File: config.mk
export PLATFORM = sky130hd
export DESIGN_NAME = cal_serial_ctrl
export DESIGN_NICKNAME = d
export VERILOG_FILES = /design/src/rtl/cal_serial_ctrl.sv
export SDC_FILE = /design/constraint.sdc
export NUM_CORES = 1
export LEC_CHECK = 0
export CAP_MARGIN = 40
export CORE_ASPECT_RATIO = 0.5
export CORE_MARGIN = 2
export CORE_UTILIZATION = 45
export DETAILED_ROUTE_END_ITERATION = 10
export PLACE_DENSITY = 0.79
export SKIP_CTS_REPAIR_TIMING = 1
export SYNTH_ARGS = -nofsm -noshare
export SYNTH_HDL_FRONTEND = slang
export SYNTH_SLANG_ARGS = --single-unit
File: constraint.sdc
create_clock -name clk -period 2.9 [get_ports clk]
set_clock_uncertainty 0.2 [all_clocks]
set_input_delay 0.435 -clock clk [delete_from_list [all_inputs] [get_ports clk]]
set_output_delay 0.435 -clock clk [all_outputs]
set_load 0.1 [all_outputs]
File: src/rtl/cal_serial_ctrl.sv
// Bit-serial sequencer: one cal cell stepped N times LSB-first with a recirculated carry,
// producing an N-bit result plus carry, zero and signed-overflow flags.
module cal_serial_ctrl #(
    parameter  int N  = 8,
    localparam int CW = $clog2(N)
) (
    input  logic         clk,
    input  logic         reset,
    input  logic         start,
    input  logic [N-1:0] a,
    input  logic [N-1:0] b,
    input  logic         l,
    input  logic [1:0]   s,
    input  logic         sub,
    output logic         busy,
    output logic         done,
    output logic [N-1:0] result,
    output logic         c_out,
    output logic         zero,
    output logic         ovf
);

    typedef enum logic [1:0] {IDLE, RUN, DONE} state_t;

    localparam logic [CW-1:0] CNT_LAST   = CW'(N - 1);
    localparam logic [CW-1:0] CNT_PENULT = CW'(N - 2);

    // One cal cell: returns {carry_out, out}. Logic path: 0=AND, 1=OR, 2=XOR, 3=NOR.
    function automatic logic [1:0] cal_cell(input logic ai, input logic bi, input logic ci,
                                            input logic li, input logic [1:0] si);
        logic lo;
        logic co;
        logic so;
        so = ai ^ bi ^ ci;
        co = (ai & bi) | (ci & (ai ^ bi));
        case (si)
            2'd0:    lo = ai & bi;
            2'd1:    lo = ai | bi;
            2'd2:    lo = ai ^ bi;
            default: lo = ~(ai | bi);
        endcase
        return li ? {1'b0, lo} : {co, so};
    endfunction

    state_t        state_q;
    logic [N-1:0]  a_sh_q, b_sh_q, res_sh_q;
    logic          l_q, sub_q;
    logic [1:0]    s_q;
    logic          carry_q, c_msb_q;
    logic [CW-1:0] cnt_q;
    logic          busy_q, done_q, c_out_q, zero_q, ovf_q;
    logic [N-1:0]  result_q;

    logic          cell_b;
    logic [1:0]    cell_q;
    logic          cell_out, cell_co;
    logic [N-1:0]  res_sh_d;

    always_comb begin
        cell_b   = b_sh_q[0] ^ (sub_q & ~l_q);
        cell_q   = cal_cell(a_sh_q[0], cell_b, carry_q, l_q, s_q);
        cell_co  = cell_q[1];
        cell_out = cell_q[0];
        res_sh_d = {cell_out, res_sh_q[N-1:1]};
    end

    always_ff @(posedge clk) begin
        if (reset) begin
            state_q  <= IDLE;
            a_sh_q   <= '0;
            b_sh_q   <= '0;
            res_sh_q <= '0;
            l_q      <= 1'b0;
            s_q      <= 2'd0;
            sub_q    <= 1'b0;
            carry_q  <= 1'b0;
            c_msb_q  <= 1'b0;
            cnt_q    <= '0;
            busy_q   <= 1'b0;
            done_q   <= 1'b0;
            result_q <= '0;
            c_out_q  <= 1'b0;
            zero_q   <= 1'b0;
            ovf_q    <= 1'b0;
        end else begin
            case (state_q)
                IDLE: begin
                    busy_q <= 1'b0;
                    done_q <= 1'b0;
                    if (start) begin
                        a_sh_q  <= a;
                        b_sh_q  <= b;
                        l_q     <= l;
                        s_q     <= s;
                        sub_q   <= sub;
                        cnt_q   <= '0;
                        carry_q <= sub & ~l;
                        busy_q  <= 1'b1;
                        state_q <= RUN;
                    end
                end
                RUN: begin
                    res_sh_q <= res_sh_d;
                    a_sh_q   <= a_sh_q >> 1;
                    b_sh_q   <= b_sh_q >> 1;
                    carry_q  <= cell_co;
                    cnt_q    <= cnt_q + CW'(1);
                    // Cell carry-out of bit N-2 is the carry into the MSB.
                    if (cnt_q == CNT_PENULT)
                        c_msb_q <= cell_co;
                    if (cnt_q == CNT_LAST) begin
                        result_q <= res_sh_d;
                        c_out_q  <= cell_co & ~l_q;
                        zero_q   <= (res_sh_d == '0);
                        ovf_q    <= (c_msb_q ^ cell_co) & ~l_q;
                        done_q   <= 1'b1;
                        state_q  <= DONE;
                    end
                end
                DONE: begin
                    done_q  <= 1'b0;
                    busy_q  <= 1'b0;
                    state_q <= IDLE;
                end
                default: state_q <= IDLE;
            endcase
        end
    end

    assign busy   = busy_q;
    assign done   = done_q;
    assign result = result_q;
    assign c_out  = c_out_q;
    assign zero   = zero_q;
    assign ovf    = ovf_q;

endmodule

==> metrics.md <==
| Metric | Value |
|---|---|
| Worst-path fanout max | 7 |
| WL met3 | 183 um |
| Syn. warnings | 0 |
| Most common library cells after synthesis | nand2_1, dfxtp_1, a21oi_1, nor2_1, a311oi_2 |
| Highest Signal Layer | met4 |
| Initial core utilization | 46.9% |
| Initial antenna violation count | 0 |
| Syn_nets | 270 |
| Primary FF master, synth | dfxtp_1 |
| Status | completed |
| Final hold slack | 0.260 ns |
| CP Data Arrival Time | 2.05 ns |
| Layout cell share with drive strength beyond 1 | 13.0% |
| Clock insertion delay at the later pin of the skew report | 0.30 ns |
| Number of max-cap violations | 0 |
| Setup-failing EPs final | 0 |
| Max-slew violations | 0 |
| DRT iter0 DRCs | 50 |
| Asr flop ratio synth | 0% |
| Dominant cell type by area after synthesis | dfxtp_1 |
| Largest net degree at the start of global routing | 48 |
| Post-layout instance area | 2470 um^2 |
| Final Critical Period | 2.03 ns |
| CTS HTree Levels | 2 |
| Post-synth top area share | 45.3% |
| CTS buffer count | 5 |
| RSZ-0062 raised after global routing | no |
| Critical Path RT | 2.92 ns |
| Cell Area, Placed | 2360 um^2 |
| # diodes | 0 |
| Final ANT Viol Nets | 0 |
| Post-route clock period utilization | 70.0% |
| Number of global-route vias before repair | 1487 |
| Crit path capture type | flip-flop |
| Clock-pin slew of the registers on the worst-case setup and hold paths | 0.09 ns |
| Clock buffer depth | 2 |
| R2r setup slk | 0.87 ns |
| Last weighted congestion value of the routability-driven placer | 0.818 |
| Yosys reg bits | 47 |
| CP Launch Type | flip-flop |
| CTS tree | built |
| Final core occ | 55.9% |
| Std cell rows | 17 |
| Via count | 1710 |
| Post-synthesis cell type count | 38 |
| Syn Inst Count | 241 |
| Clock root cell | clkbuf_8 |
| Leakage | 0.934 nW |
| Dpl hpwl | 2940 um |
| Wire length on met2 | 1860 um |
| Drt pass-1 iters | 6 |
| Tot Pwr | 1.35 mW |
| Clk sinks | 47 |
| Wire per inst | 12.4 um |
| Gr usage total | 16.0% |
| Setup TNS | 0 ns |
| Final number of hold-violating endpoints | 0 |
| Mean Syn Cell Area | 8.61 um^2 |
| Wl on met1 | 1990 um |
| Worst Setup Path Type | flip-flop to flip-flop |
| Drc violations | 0 |
| Worst IR drop on VDD | 207 uV |
| Core area | 4420 um^2 |
| Height of the chip | 52.0 um |
| Worst slew pin tran | 0.858 ns |
| Overflow after GRT | 0 |
| Sequential-to-total area share from yosys stat | 45.3% |
| Synthesized area | 2080 um^2 |
| HP Class | flip-flop to flip-flop |
| DIE AREA | 5210 um^2 |
| Die X | 100 um |
| Most common cell in the netlist | nand2_1 |
| Post-synth EDFFs | 0 |
| IO Pins | 36 |
| Synth area leaders | dfxtp_1, nand2_1, a21oi_1 |
| Area growth, synth to finish | 19.2% |
| Final wirelength | 4050 um |
| Vias per cell | 5.25 |
| Global-route wire length before repair | 6470 um |
| Peak Freq | 493 MHz |
| Power density cells | 547 nW/um^2 |
| PortBufs | 35 |
| Slew margin rel. | 42.8% |
| Nets | 297 |
[final timing paths]
check / start / endpoint / depth (start not counted)
worst max-delay path: l_q / res_sh_q[7] / 7
worst min-delay path: c_out / c_out / 2
worst max register to register: l_q / res_sh_q[7] / 7
worst min register to register: c_out / c_out / 2
[sequential cells by signal, indices dropped and copies added, names as in the netlist, 2 cells and up]
register	cells
a_sh_q	8
b_sh_q	8
result	8
res_sh_q	7
cnt_q	3
s_q	2
state_q	2
[placed cells by master, fill, tap and decap left out, types with 4 or more instances in the layout]
cell / n
nand2_1: 71
clkbuf_8: 5
buf_4: 16
a311oi_1: 6
a311oi_2: 8
ha_1: 5
nand2b_1: 5
inv_1: 4
nor2_1: 21
dfxtp_1: 47
a21oi_1: 25
clkdlybuf4s50_1: 22
[cell families after synthesis]
group | after synthesis | synth area share, %
adders and majority gates | 6 | 3.98
muxes | 1 | 0.482
DFF | 47 | 45.3
xor gates and xnor gates | 3 | 1.27
buffers and inverters | 22 | 6.75
AOI/OAI and AO/OA | 50 | 18.6
and+or+nand+nor | 112 | 23.6
[metal layers]
metal	vias up	GRT usage, %
met3	2	4.44
met2	36	27.3
met1	809	19.7
li1	863	-
met4	0	5.71
met5	-	0
[where the power goes]
| group | switching, mW | internal [mW] |
|---|---|---|
| registers | 0.0225 | 0.675 |
| logic | 0.0966 | 0.0814 |
| clock network | 0.222 | 0.257 |
| total | 0.341 | 1.01 |
[final cells by class]
cell class                      count  area [um^2]
Clock buffer                        5         68.8
Multi-Input combinational cell    172          995
Timing Repair Buffer               38          340
Sequential cell                    47          941
Tap cell                           57         71.3
Inverter                            4         15.0
Clock inverter                      3         43.8
Fill cell                         399         1950
[critical path, stage by stage (launching register included)]
cell      delay, ns
dfxtp_1        0.36
nand2b_1       0.17
xnor2_1        0.28
inv_1          0.08
ha_1           0.28
mux2i_1        0.06
o221a_2        0.31
a211oi_1       0.22
[per-stage QoR]
stage	std cells	worst slack (ns)
2_1_floorplan	241	1.02
3_3_place_gp	318	0.916
3_5_place_dp	318	0.871
4_1_cts	326	0.858
5_1_grt	326	0.706
6_report	326	0.870
Power figures use the tool's default switching activity.
